==> src/rtl/configPackage.sv <==
// rtl/configPackage.sv - shared configuration for the memory arbiter
//
// Purpose: system clock figure, default timing parameters of the memory
// arbiter, and the arbiter's state / owner enumerations.
// Ports: none (package).
package configPackage;

   // Main logic clock frequency in Hz.
   localparam int FREQ = 21_477_272;

   // Default arbiter timing.
   localparam int LATENCY_DEF          = 4;
   localparam int REFRESH_INTERVAL_DEF = 390;
   localparam int REFRESH_MAX_WAIT_DEF = 64;

   localparam int ADDR_W = 22;
   localparam int DATA_W = 8;

   typedef enum logic {
      ST_IDLE = 1'b0,
      ST_WAIT = 1'b1
   } arb_state_t;

   // Which source owns the operation currently in the controller.
   typedef enum logic [2:0] {
      OWN_NONE = 3'd0,
      OWN_CPU  = 3'd1,
      OWN_PPU  = 3'd2,
      OWN_LDR  = 3'd3,
      OWN_REF  = 3'd4
   } owner_t;

endpackage

==> src/rtl/mem_arbiter.sv <==
// rtl/mem_arbiter.sv - three-client memory arbiter with refresh scheduling
//
// Purpose: collects one-cycle requests from the CPU, PPU and ROM loader into
// one pending slot each, issues them one at a time to the memory controller
// together with periodic refreshes, and pulses a done strobe LATENCY cycles
// after each issue.
// Ports:
//   clk, resetn                      clock, synchronous active-low reset
//   cpu_req/cpu_we/cpu_addr/cpu_din  CPU request (read or write)
//   cpu_done                         CPU completion pulse
//   ppu_req/ppu_addr, ppu_done       PPU read request and completion
//   ldr_req/ldr_addr/ldr_din         loader write request
//   ldr_done                         loader completion pulse
//   mc_read_a/mc_read_b/mc_write/mc_refresh  one-cycle issue strobes
//   mc_addr/mc_din                   issued address/data, held until next issue
//   mc_busy                          controller busy (initialising)
//   err_overrun                      sticky: request dropped, slot was full
module mem_arbiter
   import configPackage::*;
#(
   parameter int LATENCY          = LATENCY_DEF,
   parameter int REFRESH_INTERVAL = REFRESH_INTERVAL_DEF,
   parameter int REFRESH_MAX_WAIT = REFRESH_MAX_WAIT_DEF
) (
   input  logic              clk,
   input  logic              resetn,
   input  logic              cpu_req,
   input  logic              cpu_we,
   input  logic [ADDR_W-1:0] cpu_addr,
   input  logic [DATA_W-1:0] cpu_din,
   output logic              cpu_done,
   input  logic              ppu_req,
   input  logic [ADDR_W-1:0] ppu_addr,
   output logic              ppu_done,
   input  logic              ldr_req,
   input  logic [ADDR_W-1:0] ldr_addr,
   input  logic [DATA_W-1:0] ldr_din,
   output logic              ldr_done,
   output logic              mc_read_a,
   output logic              mc_read_b,
   output logic              mc_write,
   output logic              mc_refresh,
   output logic [ADDR_W-1:0] mc_addr,
   output logic [DATA_W-1:0] mc_din,
   input  logic              mc_busy,
   output logic              err_overrun
);

   localparam int CW = $clog2(LATENCY + 1);
   localparam int TW = (REFRESH_INTERVAL > 1) ? $clog2(REFRESH_INTERVAL) : 1;
   localparam int WW = $clog2(REFRESH_MAX_WAIT + 1);

   // Client slots
   logic              r_cpu_pend;
   logic              r_cpu_we;
   logic [ADDR_W-1:0] r_cpu_addr;
   logic [DATA_W-1:0] r_cpu_din;
   logic              r_ppu_pend;
   logic [ADDR_W-1:0] r_ppu_addr;
   logic              r_ldr_pend;
   logic [ADDR_W-1:0] r_ldr_addr;
   logic [DATA_W-1:0] r_ldr_din;

   // Refresh scheduling
   logic              r_ref_pend;
   logic [TW-1:0]     r_ref_timer;
   logic [WW-1:0]     r_ref_wait;

   // Issue FSM and registered outputs
   arb_state_t        r_state;
   owner_t            r_owner;
   logic [CW-1:0]     r_cnt;
   logic              r_mc_read_a;
   logic              r_mc_read_b;
   logic              r_mc_write;
   logic              r_mc_refresh;
   logic [ADDR_W-1:0] r_mc_addr;
   logic [DATA_W-1:0] r_mc_din;
   logic              r_cpu_done;
   logic              r_ppu_done;
   logic              r_ldr_done;
   logic              r_err;

   logic              w_complete;
   logic              w_cpu_cmpl;
   logic              w_ppu_cmpl;
   logic              w_ldr_cmpl;
   logic              w_ref_wrap;
   logic              w_ref_promoted;
   logic              w_overrun;
   owner_t            w_sel;

   assign w_complete = (r_state == ST_WAIT) && (r_cnt == CW'(LATENCY));
   assign w_cpu_cmpl = w_complete && (r_owner == OWN_CPU);
   assign w_ppu_cmpl = w_complete && (r_owner == OWN_PPU);
   assign w_ldr_cmpl = w_complete && (r_owner == OWN_LDR);

   assign w_ref_wrap     = (r_ref_timer == TW'(REFRESH_INTERVAL - 1));
   assign w_ref_promoted = r_ref_pend && (r_ref_wait == WW'(REFRESH_MAX_WAIT));

   // A slot that is finishing this very cycle is free to take the new request.
   assign w_overrun = (cpu_req && r_cpu_pend && !w_cpu_cmpl) ||
                      (ppu_req && r_ppu_pend && !w_ppu_cmpl) ||
                      (ldr_req && r_ldr_pend && !w_ldr_cmpl);

   // Source selection for an issue in this cycle.
   always_comb begin
      w_sel = OWN_NONE;
      if (r_state == ST_IDLE && !mc_busy) begin
         if (w_ref_promoted)  w_sel = OWN_REF;
         else if (r_ppu_pend) w_sel = OWN_PPU;
         else if (r_cpu_pend) w_sel = OWN_CPU;
         else if (r_ldr_pend) w_sel = OWN_LDR;
         else if (r_ref_pend) w_sel = OWN_REF;
      end
   end

   // Client request slots and the sticky overrun flag.
   always_ff @(posedge clk) begin
      if (!resetn) begin
         r_cpu_pend <= 1'b0;
         r_cpu_we   <= 1'b0;
         r_cpu_addr <= '0;
         r_cpu_din  <= '0;
         r_ppu_pend <= 1'b0;
         r_ppu_addr <= '0;
         r_ldr_pend <= 1'b0;
         r_ldr_addr <= '0;
         r_ldr_din  <= '0;
         r_err      <= 1'b0;
      end else begin
         if (cpu_req && (!r_cpu_pend || w_cpu_cmpl)) begin
            r_cpu_pend <= 1'b1;
            r_cpu_we   <= cpu_we;
            r_cpu_addr <= cpu_addr;
            r_cpu_din  <= cpu_din;
         end else if (w_cpu_cmpl) begin
            r_cpu_pend <= 1'b0;
         end

         if (ppu_req && (!r_ppu_pend || w_ppu_cmpl)) begin
            r_ppu_pend <= 1'b1;
            r_ppu_addr <= ppu_addr;
         end else if (w_ppu_cmpl) begin
            r_ppu_pend <= 1'b0;
         end

         if (ldr_req && (!r_ldr_pend || w_ldr_cmpl)) begin
            r_ldr_pend <= 1'b1;
            r_ldr_addr <= ldr_addr;
            r_ldr_din  <= ldr_din;
         end else if (w_ldr_cmpl) begin
            r_ldr_pend <= 1'b0;
         end

         if (w_overrun) r_err <= 1'b1;
      end
   end

   // Refresh timer, pending flag and starvation counter. A refresh has no
   // done pulse, so its pending flag is retired as soon as it is issued; a
   // wrap landing on the issue cycle re-arms it.
   always_ff @(posedge clk) begin
      if (!resetn) begin
         r_ref_timer <= '0;
         r_ref_pend  <= 1'b0;
         r_ref_wait  <= '0;
      end else begin
         r_ref_timer <= w_ref_wrap ? '0 : r_ref_timer + 1'b1;

         if (w_ref_wrap)            r_ref_pend <= 1'b1;
         else if (w_sel == OWN_REF) r_ref_pend <= 1'b0;

         if (w_sel == OWN_REF)
            r_ref_wait <= '0;
         else if (r_ref_pend && r_ref_wait != WW'(REFRESH_MAX_WAIT))
            r_ref_wait <= r_ref_wait + 1'b1;
      end
   end

   // Issue / wait FSM with registered strobes.
   always_ff @(posedge clk) begin
      if (!resetn) begin
         r_state      <= ST_IDLE;
         r_owner      <= OWN_NONE;
         r_cnt        <= '0;
         r_mc_read_a  <= 1'b0;
         r_mc_read_b  <= 1'b0;
         r_mc_write   <= 1'b0;
         r_mc_refresh <= 1'b0;
         r_mc_addr    <= '0;
         r_mc_din     <= '0;
         r_cpu_done   <= 1'b0;
         r_ppu_done   <= 1'b0;
         r_ldr_done   <= 1'b0;
      end else begin
         r_mc_read_a  <= 1'b0;
         r_mc_read_b  <= 1'b0;
         r_mc_write   <= 1'b0;
         r_mc_refresh <= 1'b0;
         r_cpu_done   <= 1'b0;
         r_ppu_done   <= 1'b0;
         r_ldr_done   <= 1'b0;
         case (r_state)
            ST_IDLE: begin
               if (w_sel != OWN_NONE) begin
                  r_state <= ST_WAIT;
                  r_owner <= w_sel;
                  r_cnt   <= CW'(1);
                  case (w_sel)
                     OWN_PPU: begin
                        r_mc_read_b <= 1'b1;
                        r_mc_addr   <= r_ppu_addr;
                        r_mc_din    <= '0;
                     end
                     OWN_CPU: begin
                        r_mc_read_a <= !r_cpu_we;
                        r_mc_write  <= r_cpu_we;
                        r_mc_addr   <= r_cpu_addr;
                        r_mc_din    <= r_cpu_din;
                     end
                     OWN_LDR: begin
                        r_mc_write <= 1'b1;
                        r_mc_addr  <= r_ldr_addr;
                        r_mc_din   <= r_ldr_din;
                     end
                     OWN_REF: begin
                        r_mc_refresh <= 1'b1;
                        r_mc_addr    <= '0;
                        r_mc_din     <= '0;
                     end
                     default: ;
                  endcase
               end
            end
            ST_WAIT: begin
               // Done lands in the cycle the controller presents read data.
               if (w_complete) begin
                  r_state    <= ST_IDLE;
                  r_owner    <= OWN_NONE;
                  r_cpu_done <= (r_owner == OWN_CPU);
                  r_ppu_done <= (r_owner == OWN_PPU);
                  r_ldr_done <= (r_owner == OWN_LDR);
               end else begin
                  r_cnt <= r_cnt + 1'b1;
               end
            end
            default: r_state <= ST_IDLE;
         endcase
      end
   end

   assign mc_read_a   = r_mc_read_a;
   assign mc_read_b   = r_mc_read_b;
   assign mc_write    = r_mc_write;
   assign mc_refresh  = r_mc_refresh;
   assign mc_addr     = r_mc_addr;
   assign mc_din      = r_mc_din;
   assign cpu_done    = r_cpu_done;
   assign ppu_done    = r_ppu_done;
   assign ldr_done    = r_ldr_done;
   assign err_overrun = r_err;

endmodule

==> config.mk <==
export PLATFORM = sky130hd
export DESIGN_NAME = mem_arbiter
export DESIGN_NICKNAME = d
export VERILOG_FILES = /design/src/rtl/configPackage.sv /design/src/rtl/mem_arbiter.sv
export SDC_FILE = /design/constraint.sdc
export NUM_CORES = 1
export LEC_CHECK = 0
export BUFFER_PORTS_ARGS = -buffer_cell sky130_fd_sc_hd__buf_4
export CAP_MARGIN = 25
export CORE_MARGIN = 1
export CORE_UTILIZATION = 50
export DETAILED_ROUTE_END_ITERATION = 8
export GPL_ROUTABILITY_DRIVEN = 1
export GPL_TIMING_DRIVEN = 1
export MAX_ROUTING_LAYER = met4
export PLACE_DENSITY = 0.85
export SLEW_MARGIN = 25
export SYNTH_ARGS = -nofsm -noshare
export SYNTH_HDL_FRONTEND = slang
export SYNTH_SLANG_ARGS = --single-unit
==> constraint.sdc <==
create_clock -name clk -period 4.6 [get_ports clk]
set_clock_uncertainty 0.15 [all_clocks]
set_input_delay 0.92 -clock clk [delete_from_list [all_inputs] [get_ports clk]]
set_output_delay 0.92 -clock clk [all_outputs]
set_load 0.01 [all_outputs]
==> flow_summary.ini <==
[cts]
clock_latency_ns = 0.43
cts_buffers = 17
cts_resized = 0
cts_tree = built
root_buffer = clkbuf_16
postCtsSetupBuffers = 0
h-tree-depth = 4
clock_path_buffers = 2
path_clk_slew_ns = 0.06
cts_num_sinks = 148
hold_buffers = 0

[routing]
drt-initial-drc-count = 534
postRouteAntennaNets = 0
via_per_inst = 5.79
route.detailed.drc = 0
dr.pass1.iters = 8
vias = 5648
wirelength_um = 16800
routedWlPerCell_um = 17.3

[yosys]
synth_xor_area_frac = 0.0200
synth_top_family_by_area = compound AO/OA/AOI/OAI gates
synth.distinct_cells = 54
seq_area_frac_synth = 0.484
synth.cell_area_mm2 = 0.00612
async_flop_share = 0
synthAdderAreaFrac = 0.0123
synth_compound_area_frac = 0.181
avgSynthCellArea_um2 = 8.55
ys_seq_elements = 148
synthMuxAreaShare = 0.0884
synthCells = 715
ys.flop_type = dfxtp_1
syn_nets = 810
synth-edff-count = 0
yosys_warnings = 0
yosys.area_share.simple = 0.169

[die]
die_w_um = 113
dieArea_mm2 = 0.0127
floorplan.initialDensity = 0.511
die_h_um = 113
rows = 40
core_mm2 = 0.0120
io_pins = 127

[placed_design]
dpl_cell_area_mm2 = 0.00711
numPortBuffers = 126
dp_hpwl_um = 10700
gp_congestion = 0.853
dpl_worst_slack_ns = 1.61

[timing]
hold_ws_ns = 0.307
hold_viol_final = 0
period_needed_ns = 2.85
layout_setup_ws_ns = 1.75
grt_setup_unrepaired = no
tns_ns = 0
slew_viol_final = 0
fmax_ghz = 0.351
worst_pin_slew_ns = 1.03
setup_violations = 0
period_share = 0.620
max-slew-margin-rel = 0.316

[global_route]
grt_start_max_net_pins = 98
grt_pass1_wl_um = 26300
track_usage = 0.275
gr-total-overflow = 0
grt_pass1_vias = 5421
antenna_found_initial = 0

[worst_setup_path]
criticalPathCategory = reg2reg
required_ns = 4.80
reg2reg_slack_ns = 1.75
r2r-end = r_cpu_addr[3]$_SDFFE_PN0P_
worstSetupStartpoint = r_cnt[0]$_SDFFE_PN0P_
timing.rr.start = r_cnt[0]$_SDFFE_PN0P_
endpoint = r_cpu_addr[3]$_SDFFE_PN0P_
worstPathArrival_ns = 3.05
endpoint_kind = flop
start_kind = flop
ff2ff_path_depth = 7
critPathMaxFanout = 18

[pwr]
p_leak_uw = 0.00318
p_per_area_mw_per_mm2 = 429
irDropWorstVdd_mv = 0.241

[job]
maxCapViolations = 0

[cells_and_area]
antennaDiodeCount = 0
area_delta_synth_final_pct = 27.1
post-route-util = 0.650
nNetsFinal = 911
final_common_cell = nand2_1
drive_gt1_frac = 0.219
final_cell_area_mm2 = 0.00777
final_cell_mix = 152 x nand2_1, 148 x dfxtp_1, 133 x buf_4

[run_status]
status = finished, final reports clean

[min_path]
hp-class = reg2reg
==> stage by stage <==
step / total power, uW / cells
floorplan: 1660 / 715
global placement: 1820 / 944
detailed placement: 1830 / 944
CTS: 3330 / 975
global route: 3430 / 975
finish: 3340 / 975
==> per-layer routing <==
layer	part of all wire	track usage
met1	0.42	0.331
met2	0.48	0.442
met3	0.066	0.0589
met4	0.033	0.127
met5	0	-
==> worst max-delay path, cell delays in order (launching register included) <==
cell      delay (ns)
dfxtp_1         0.33
inv_1           0.06
ha_1            0.22
nand4b_1        0.21
or3_1           0.45
a21boi_4        0.73
buf_4           0.40
mux2i_1         0.22
==> cells by family (layout without fill, tap and decap cells) <==
group                    count (synthesis)  count (layout)
AND/OR/NAND/NOR                        246             246
AO/OA/AOI/OAI                          186             186
flip-flops                             148             148
buffers and inverters                   61             174
multiplexers                            54              54
XOR/XNOR                                14              14
adder cells (fa/ha/maj)                  6               6
==> registers in the layout, summed over array words and instances, names as in the netlist, 3 cells and up <==
signal	cells
mc_addr	22
r_cnt	3
mc_din	8
r_ldr_addr	22
r_ldr_din	8
r_ref_wait	7
r_cpu_addr	22
r_ref_timer	9
r_ppu_addr	22
r_owner	3
r_cpu_din	8
==> report_power, final <==
| group | switching, uW | leakage, uW | internal [uW] |
|---|---|---|---|
| Sequential | 58.9 | 0.00121 | 1360 |
| Clock | 546 | 0.000314 | 976 |
| Combinational | 218 | 0.00166 | 175 |
==> cell type report <==
cell class	instances	area, um2
Tap cell	147	184
Inverter	10	37.5
Timing Repair Buffer	133	998
Sequential cell	148	2960
Clock buffer	19	443
Clock inverter	12	203
Multi-Input combinational cell	506	2950
Fill cell	955	4190
==> how the worst min path moves through the flow <==
stage                             endpoint                        start  depth (start not counted)
6_report       r_cpu_addr[19]$_SDFFE_PN0P_  r_cpu_addr[19]$_SDFFE_PN0P_                          2
4_1_cts         r_ldr_addr[7]$_SDFFE_PN0P_   r_ldr_addr[7]$_SDFFE_PN0P_                          2
3_5_place_dp   r_cpu_addr[11]$_SDFFE_PN0P_  r_cpu_addr[11]$_SDFFE_PN0P_                          2
2_1_floorplan         mc_read_a$_SDFF_PP0_        r_cpu_we$_SDFFE_PN0P_                          1
5_1_grt         r_ldr_addr[3]$_SDFFE_PN0P_   r_ldr_addr[3]$_SDFFE_PN0P_                          2
3_3_place_gp   r_ldr_addr[11]$_SDFFE_PN0P_  r_ldr_addr[11]$_SDFFE_PN0P_                          2
==> synthesized netlist by cell type, drive strengths merged (2+ instances only) <==
master | number | area [um2]
dfxtp | 148 | 2960
nor3 | 2 | 10.0
nor4b | 2 | 17.5
mux2i | 54 | 541
or4 | 2 | 18.8
o22ai | 2 | 12.5
xnor2 | 6 | 52.6
a211oi | 2 | 15.0
a21oi | 41 | 213
inv | 10 | 37.5
a21boi | 3 | 26.3
buf | 17 | 108
a31oi | 52 | 325
clkbuf | 34 | 130
o211a | 2 | 20.0
nand2 | 153 | 577
o211ai | 11 | 82.6
o21ai | 64 | 332
ha | 6 | 75.1
xor2 | 8 | 70.1
nor2 | 56 | 210
or2 | 2 | 12.5
a32oi | 2 | 17.5
nand3 | 8 | 40.0
nand4 | 5 | 31.3
or3 | 2 | 12.5
nor2b | 3 | 18.8
and3 | 5 | 31.3
(Power assumes the default switching activity.)
